## config.mk

```make
export PLATFORM = sky130hd
export DESIGN_NAME = regfile_dump_ctrl
export DESIGN_NICKNAME = d
export VERILOG_FILES = /design/src/rtl/regfile_dump_ctrl.sv
export SDC_FILE = /design/constraint.sdc
export NUM_CORES = 1
export LEC_CHECK = 0
export BUFFER_PORTS_ARGS = -buffer_cell sky130_fd_sc_hd__clkbuf_2
export CAP_MARGIN = 20
export CORE_ASPECT_RATIO = 2
export CORE_MARGIN = 3
export CORE_UTILIZATION = 45
export DETAILED_ROUTE_END_ITERATION = 10
export PLACE_DENSITY = 0.71
export SETUP_SLACK_MARGIN = 0.3
export SLEW_MARGIN = 20
export SYNTH_ARGS = -nofsm -noshare
export SYNTH_HDL_FRONTEND = slang
export SYNTH_SLANG_ARGS = --single-unit
export TNS_END_PERCENT = 30
```

## constraint.sdc

```tcl
create_clock -name clock -period 5.92 [get_ports clock]
set_input_delay 0 -clock clock [delete_from_list [all_inputs] [get_ports clock]]
set_output_delay 0 -clock clock [all_outputs]
set_load 0.005 [all_outputs]
```

## src/rtl/regfile_dump_ctrl.sv

```systemverilog
// Run controller: counts a cycle budget while logging regfile writebacks into a
// commit FIFO, then drains it and sweeps every register out on one result stream.
module regfile_dump_ctrl #(
   parameter int NUM_REGS   = 32,
   parameter int DATA_W     = 32,
   parameter int CYC_W      = 8,
   parameter int FIFO_DEPTH = 8
) (
   input  logic              clock,
   input  logic              reset,
   input  logic              start,
   input  logic [CYC_W-1:0]  num_cycles,
   input  logic              rwe,
   input  logic [4:0]        rd,
   input  logic [DATA_W-1:0] rData,
   input  logic [4:0]        rs1_proc,
   output logic [4:0]        rs1_out,
   input  logic [DATA_W-1:0] regA,
   output logic              test_mode,
   output logic              out_valid,
   input  logic              out_ready,
   output logic              out_kind,
   output logic [4:0]        out_idx,
   output logic [DATA_W-1:0] out_data,
   output logic [CYC_W-1:0]  out_cycle,
   output logic              overflow,
   output logic              done
);

   localparam int PTR_W = $clog2(FIFO_DEPTH);

   typedef struct packed {
      logic [4:0]        idx;
      logic [DATA_W-1:0] data;
      logic [CYC_W-1:0]  cyc;
   } rec_t;

   typedef enum logic [2:0] {IDLE, RUN, DRAIN, DUMP_ADDR, DUMP_OUT, DONE} state_t;

   state_t            state, state_nx;
   rec_t              fifo_mem [FIFO_DEPTH];
   rec_t              head;
   logic [PTR_W-1:0]  wr_ptr, rd_ptr;
   logic [PTR_W:0]    count;
   logic [CYC_W-1:0]  budget, counter;
   logic [4:0]        index;
   logic [DATA_W-1:0] dump_data;
   logic              fifo_empty, fifo_full, commit_phase;
   logic              push_req, push, pop, last_reg;

   assign fifo_empty   = (count == '0);
   assign fifo_full    = (count == (PTR_W+1)'(FIFO_DEPTH));
   assign commit_phase = (state == RUN) || (state == DRAIN);
   assign head         = fifo_mem[rd_ptr];
   assign pop          = commit_phase && !fifo_empty && out_ready;
   assign push_req     = (state == RUN) && rwe && (rd != 5'd0);
   // A pop in the same cycle frees the slot, so a full FIFO still accepts the push.
   assign push         = push_req && (!fifo_full || pop);
   assign last_reg     = (index == 5'(NUM_REGS-1));

   assign test_mode = (state == DUMP_ADDR) || (state == DUMP_OUT) || (state == DONE);
   assign done      = (state == DONE);
   assign rs1_out   = test_mode ? index : rs1_proc;

   always_comb begin
      state_nx = state;
      case (state)
         IDLE:      if (start) state_nx = (num_cycles == '0) ? DRAIN : RUN;
         RUN:       if (counter == budget - CYC_W'(1)) state_nx = DRAIN;
         DRAIN:     if (fifo_empty) state_nx = DUMP_ADDR;
         DUMP_ADDR: state_nx = DUMP_OUT;
         DUMP_OUT:  if (out_ready) state_nx = last_reg ? DONE : DUMP_ADDR;
         DONE:      state_nx = DONE;
         default:   state_nx = IDLE;
      endcase
   end

   always_comb begin
      out_valid = 1'b0;
      out_kind  = 1'b0;
      out_idx   = '0;
      out_data  = '0;
      out_cycle = '0;
      if (commit_phase) begin
         out_valid = !fifo_empty;
         out_idx   = head.idx;
         out_data  = head.data;
         out_cycle = head.cyc;
      end else if (state == DUMP_OUT) begin
         out_valid = 1'b1;
         out_kind  = 1'b1;
         out_idx   = index;
         out_data  = dump_data;
      end
   end

   always_ff @(posedge clock) begin
      if (!reset) begin
         state     <= IDLE;
         wr_ptr    <= '0;
         rd_ptr    <= '0;
         count     <= '0;
         budget    <= '0;
         counter   <= '0;
         index     <= '0;
         dump_data <= '0;
         overflow  <= 1'b0;
      end else begin
         state <= state_nx;
         if (state == IDLE && start) begin
            budget  <= num_cycles;
            counter <= '0;
         end else if (state == RUN) begin
            counter <= counter + CYC_W'(1);
         end
         if (push) wr_ptr <= wr_ptr + PTR_W'(1);
         if (pop)  rd_ptr <= rd_ptr + PTR_W'(1);
         case ({push, pop})
            2'b10:   count <= count + (PTR_W+1)'(1);
            2'b01:   count <= count - (PTR_W+1)'(1);
            default: count <= count;
         endcase
         if (push_req && !push) overflow <= 1'b1;
         // regA has had the whole settle cycle to respond to the sweep address.
         if (state == DUMP_ADDR) dump_data <= regA;
         if (state == DUMP_OUT && out_ready && !last_reg) index <= index + 5'd1;
      end
   end

   always_ff @(posedge clock) begin
      if (push) fifo_mem[wr_ptr] <= {rd, rData, counter};
   end

endmodule

```

==> run metrics, run 1 <==
vias per inst around 5.5; first-pass GRT wire length about 57,000 microns; fmax roughly 290 MHz; Async SR Flop Fraction 0; Reg2Reg Capture Point fifo_mem[7][12]$_DFFE_PP_; Die Area a little over 40,000 sq um; reg-to-reg slack, setup between 2000 and 2500 ps; CTS clk-pin slew, worst paths around 70 ps; worst vdd ir around 0.18 mV; list of most frequent post-synthesis cells edfxtp_1 (360), nand2_1 (147), mux4_2 (90), dfxtp_1 (70), mux2i_1 (48); setup ws final ~2500 ps; Yosys warning count 0; crit path max fanout 23; Crit Path Category reg -> reg; drt first pass iters 5; Slew HR 0.327; top post-synthesis cells by area edfxtp_1 (63%), mux4_2 (12%), dfxtp_1 (8.1%), nand2_1 (3.2%), mux2i_1 (2.8%); CTS tree built; Initial DRC Count 625; final slew viol count 0; dpl cell area 18,500 sq um; RSZ-0062 raised after global routing no; Avg Synthesized Cell Area about 17 sq um; crit path to fifo_mem[7][12]$_DFFE_PP_; Bufs on Longest Clock Path 3; area leader, netlist edfxtp_1; gr usage total 0.184; Mapped Area about 17,000 sq um; Final Hold Fails 0; grt ovf 0; total CTS buffers 36; Hold WC Path Type in -> reg; via count of the first global-routing pass 9,932; Worst Setup Start Kind register; Syn Nets 1,108; setup_tns 0 ps; Initial Utilization 0.458; Wirelength per Cell 21.5 microns; number of synthesized flops with an enable pin 360; critical path required time just over 6000 ps; Final ANT Viol Nets 0; pin count of the biggest net entering global routing 64; CTS Sinks 430; reg2reg start state[0]$_SDFFE_PN0P_; Vias 9,415; number of library cell types mapped by synthesis between 50 and 60; Post-synth top flop edfxtp_1; pre-CTS setup slack 2480 ps; Placer Congestion just under 0.8; Pwr Density approximately 360 nW/um^2; min cycle time layout 3440 ps; Syn Inst Count a little over 1k; Worst-Margin Slew around 1000 ps; drt drc 0; LEAKAGE 6.70 nW; clk_skew approximately 28 ps; Final Cycle Share 0.581; endpoint class of the critical path register; Synth-to-Final Area Change 18.9%; Worst EP arrival 3600 ps; core area 37,500 sq um; share of layout cells above drive strength 1 0.260; most common cell in the netlist edfxtp_1; worst skew pair latency between 500 and 600 ps; status completed; port bufs approximately 140; Die X approximately 140 microns; hpwl dp around 22,000 microns; post-synthesis register bit count 430; # IOs roughly 140; Die Y 283 microns; initial antenna violation count 2; Setup violations, final 0; Worst Setup SP state[0]$_SDFFE_PN0P_; Design Area, Final just over 20,000 sq um; post-synthesis sequential area ratio 0.710; final net count between 1k and 1.5k; post-CTS setup buffer count 0; CTS root buf clkbuf_16; routed wire length between 30,000 and 40,000 microns; total of max-cap violations 0; Register-to-Register Path Depth 6; top-area cell type share of the netlist area 0.628; CTS-repair resized insts 0; cell row count 100; H-Tree Depth 2
## worst max-delay path, cell delays in order, from the launching register on
cell and delay, ps:
dfxtp_1 620, nor3b_4 470, o211ai_4 230, a31oi_4 280
nand2_1 210, nor2_4 720, buf_4 500
## state kept, by name, indices dropped and copies added, names as in the netlist, named ones only
signal / flops
dump_data: 32
counter: 8
index: 5
count: 4
wr_ptr: 3
overflow: 1
fifo_mem: 360
budget: 8
rd_ptr: 3
state: 3
## report_power, final
| group | total (mW) | internal [mW] | switching, mW |
|---|---|---|---|
| combinational | 1.39 | 0.659 | 0.731 |
| clock | 2.35 | 1.33 | 1.01 |
| sequential | 3.59 | 3.43 | 0.155 |
## cells in the final DEF, fill, tap and decap left out, drive strengths merged, types with 3 or more instances in the layout
cell type / Yosys / final
nand2: 148 / 148
a21boi: 42 / 42
dfxtp: 70 / 70
a31oi: 3 / 3
nor2b: 8 / 8
buf: 20 / 20
dlygate4sd3: 0 / 78
and2: 9 / 9
and3: 4 / 4
xor2: 11 / 11
edfxtp: 360 / 360
nor3: 6 / 6
inv: 7 / 7
o21ai: 42 / 42
ha: 8 / 8
a21oi: 8 / 8
nor4: 8 / 8
xnor2: 17 / 17
mux2i: 48 / 48
clkinv: 0 / 12
clkbuf: 35 / 186
mux4: 90 / 90
nand3b: 3 / 3
nor3b: 5 / 5
bufinv: 0 / 4
nor2: 26 / 26
nand4: 4 / 4
mux2: 5 / 5
diode: 0 / 3
nand3: 3 / 3
## routing by layer
layer | vias up | track usage | part of all wire
li1 | 4345 | - | -
met4 | 0 | 0.0603 | 0.028
met3 | 60 | 0.0210 | 0.038
met2 | 212 | 0.341 | 0.56
met1 | 4798 | 0.221 | 0.38
met5 | - | 0 | 0
## through the flow
stage | instances | util | total power [mW] | hold WS [ps]
6_report | 1720 | 0.545 | 7.32 | 52.8
2_1_floorplan | 1012 | - | 4.51 | 98.9
5_1_grt | 1719 | 0.545 | 7.65 | 52.6
3_5_place_dp | 1577 | 0.493 | 5.03 | 243
4_1_cts | 1717 | 0.545 | 7.42 | 20.4
3_3_place_gp | 1576 | 0.492 | 5.00 | 233
## repair_timing
action	CTS	global route
hold buffers	78	0
setup endpoints to repair	0	0
hold endpoints to repair	337	0
## layout make-up
type                            count  area (sq um)
Tap cell                          459           574
Antenna cell                        3          7.51
Clock inverter                     17           186
Sequential cell                   430         12200
Timing Repair Buffer              239          1670
Inverter                            7          26.3
Clock buffer                       45           966
Fill cell                        2924         17100
Multi-Input combinational cell    520          4800
## worst min-delay path by stage
stage | start | to | slack, ps | cells after the start
3_3_place_gp | regA[29] | dump_data[29]$_SDFFE_PN0P_ | 230 | 3
2_1_floorplan | rData[2] | fifo_mem[0][10]$_DFFE_PP_ | 100 | 0
5_1_grt | out_ready | index[4]$_SDFFE_PN0P_ | 50 | 4
4_1_cts | out_ready | index[1]$_SDFFE_PN0P_ | 20 | 4
6_report | out_ready | index[1]$_SDFFE_PN0P_ | 50 | 4
3_5_place_dp | regA[20] | dump_data[20]$_SDFFE_PN0P_ | 240 | 3
## cell families after synthesis
family | after synthesis | share of synthesized area
XOR/XNOR | 28 | 0.0143
buffers and inverters | 62 | 0.0147
multiplexers | 143 | 0.149
AND/OR/NAND/NOR | 232 | 0.0625
AO/OA/AOI/OAI | 108 | 0.0426
adder cells (fa/ha/maj) | 9 | 0.00698
flip-flops | 430 | 0.710
Power figures use the tool's default switching activity.
==> run 2, diff against run 1 <==
Settings changed: PLACE_DENSITY 0.71 to 0.73.
Clock period 5.92 ns to 2.8 ns, I/O delays scaled along.
==> run 2 against run 1 <==
Compared with the run above:
- non-clock buffer count rose by 38
- sequential cell count unchanged
- cell count up 2.4%
- clock skew decreased by 13 ps
- global-route usage is 1.4 points higher
- core utilization rose by 2.0 points
- largest cell class unchanged
==> run metrics, run 2 (synthesis gave the netlist of run 1 again) <==
pre-CTS setup slack 270 ps (was 2480 ps); core area 37,500 sq um (unchanged); crit path max fanout 13 (was 23); Crit Path Category reg -> reg (unchanged); max reg flops 360 (unchanged); master of the slowest instance on the critical path dfxtp_4 (was nor2_4); most frequent cells in the layout edfxtp_1 (360), nand2_1 (145), clkbuf_2 (141) (was edfxtp_1 (360), nand2_1 (147), clkbuf_2 (141)); Wirelength per Cell 22.5 microns (was 21.5 microns); Net Sw Power 4.33 mW (was 1.90 mW); vias per inst 5.58 (was 5.47); routed wire length 39,600 microns (was 37,000 microns); Flop pwr share 0.458 (was 0.490); n_diodes 0 (was 3); pin count of the biggest net entering global routing 42 (was 64); cell family with most CP delay simple AND/OR/NAND/NOR gates (unchanged); grt ovf 0 (unchanged); first-pass GRT wire length 60,400 microns (was 57,000 microns); fill cell count 2,824 (was 2,924); CTS Sinks 430 (unchanged); # IOs 142 (unchanged); share of layout cells above drive strength 1 0.288 (was 0.260); Design Area, Final 21,200 sq um (was 20,400 sq um); final hold slack 82.0 ps (was 52.8 ps); RSZ-0062 raised after global routing yes (was no); Storage cell area 12,200 sq um (about the same); most common cell after layout, fill and taps aside edfxtp_1 (unchanged); drt drc 0 (unchanged); logic gate share of total power 0.211 (was 0.190); Die X 144 microns (unchanged); Worst path max stage delay 450 ps (was 720 ps); LEAKAGE 7.02 nW (was 6.70 nW); H-Tree Depth 2 (unchanged); dpl cell area 18,900 sq um (was 18,500 sq um); reg-to-reg slack, setup 360 ps (was 2480 ps); Worst Setup Start Kind register (unchanged); Buf+Inv Stages, Crit Path 2 (was 1); CTS tree built (unchanged); CTS clk-pin slew, worst paths 70 ps (about the same); worst skew pair latency 540 ps (was 530 ps); total of max-cap violations 0 (unchanged); Die Area 40,800 sq um (unchanged); Pint 12.1 mW (was 5.42 mW); min cycle time layout 2440 ps (was 3440 ps); Worst EP arrival 2870 ps (was 3600 ps); crit path cell chain xor2_2 > nor4bb_4 > buf_4 > nand2_4 > inv_1 > ha_1 > a21o_1 > a21oi_2 > and3_1 > o21ai_1 > o311a_1 (was nor3b_4 > o211ai_4 > a31oi_4 > nand2_1 > nor2_4 > buf_4); clk_skew 15.4 ps (was 28.2 ps); port bufs 141 (unchanged); Synth-to-Final Area Change 23.1% (was 18.9%); cell row count 100 (unchanged); Placer Congestion 0.763 (was 0.769); Final ANT Viol Nets 0 (unchanged); CTS root buf clkbuf_16 (unchanged); via count of the first global-routing pass 10.5k (was 9,932); Die Y 283 microns (unchanged); Final Hold Fails 0 (unchanged); critical path required time 3230 ps (was 6080 ps); drt first pass iters 5 (unchanged); initial antenna violation count 1 (was 2); largest registers fifo_mem x360, dump_data x32 (unchanged); Worst-Margin Slew 852 ps (was 1010 ps); Bufs on Longest Clock Path 3 (unchanged); gr usage total 0.198 (was 0.184); hpwl dp 24,500 microns (was 22,400 microns); final slew viol count 0 (unchanged); fmax 409 MHz (was 291 MHz); setup ws final 357 ps (was 2480 ps); status completed (unchanged); endpoint class of the critical path register (unchanged); Hold WC Path Type in -> reg (unchanged); Multi-input gate area 4880 sq um (was 4800 sq um); total CTS buffers 39 (was 36); final net count 1,371 (was 1,330); Initial Utilization 0.458 (unchanged); Pwr Density 775 nW/um^2 (was 358 nW/um^2); Net Sw Frac 0.264 (was 0.259); Vias 9,834 (was 9,415); Top reg by flops fifo_mem (unchanged); worst vdd ir 0.433 mV (was 0.185 mV); Final Cycle Share 0.873 (was 0.581); clock share of power 0.331 (was 0.320); Setup violations, final 0 (unchanged); Slew HR 0.432 (was 0.327); Initial DRC Count 683 (was 625)
-- run 2: cell count changes in the layout (fill, tap and decap cells not counted), moves of 3 or more --
| cell | delta |
|---|---|
| dlygate4sd3_1 | +9 |
| dfxtp_4 | +3 |
| clkbuf_16 | +3 |
| clkinv_1 | -4 |
| dfxtp_1 | -3 |
| diode_2 | -3 |
| buf_12 | +17 |
| buf_4 | +12 |
-- run 2: through the flow --
stage	instances	TNS, ps	utilization	power (mW)
floorplan	1012	-32520	-	9.56
global placement	1597	0	0.502	10.8
detailed placement	1597	0	0.502	10.9
CTS	1761	0	0.563	16.5
global route	1761	0	0.564	17.1
finish	1761	0	0.564	16.4
-- run 2: worst reg2reg max path, cell delays in order (launching register included) --
cell	delay [ps]
dfxtp_4	450
xor2_2	200
nor4bb_4	330
buf_4	210
nand2_4	80
inv_1	100
ha_1	220
a21o_1	190
a21oi_2	160
and3_1	190
o21ai_1	70
o311a_1	130
-- run 2: worst paths after layout --
path / from / depth (start not counted) / endpoint
min reg2reg: dump_data[20]$_SDFFE_PN0P_ / 2 / dump_data[20]$_SDFFE_PN0P_
max: state[1]$_SDFFE_PN0P_ / 11 / count[3]$_SDFFE_PN0P_
max reg2reg: state[1]$_SDFFE_PN0P_ / 11 / count[3]$_SDFFE_PN0P_
min: rwe / 4 / count[2]$_SDFFE_PN0P_
-- run 2: what timing repair did --
| item | in CTS | in global routing |
|---|---|---|
| endpoints found under the hold margin | 341 | 0 |
| pin swaps | 1 | 0 |
| resized for setup | 5 | 6 |
| setup buffers | 9 | 0 |
| gates cloned | 0 | 0 |
| endpoints found under the setup margin | 24 | 90 |
| hold buffers | 87 | 0 |
-- run 2: layout make-up --
type | count | share of cell area
multi-input cells | 520 | 0.230
flip-flops and latches | 430 | 0.577
well taps | 459 | 0.0271
inverters | 7 | 0.00124
clock buffers | 49 | 0.0493
clock inverters | 19 | 0.0119
repair buffers | 277 | 0.103
-- run 2: layer usage --
layer	GRT usage	wire (microns)
met5	0	13
met3	0.0232	1710
met4	0.0766	1300
met2	0.367	22100
met1	0.231	14500
-- run 2: power by group through the flow --
stage	logic, mW	clock network, mW	registers (mW)
after floorplan	2.04	0	7.52
after global placement	3.18	0	7.65
after detailed placement	3.24	0	7.67
after CTS	3.49	5.54	7.51
after global routing	3.79	5.78	7.55
final	3.46	5.44	7.52
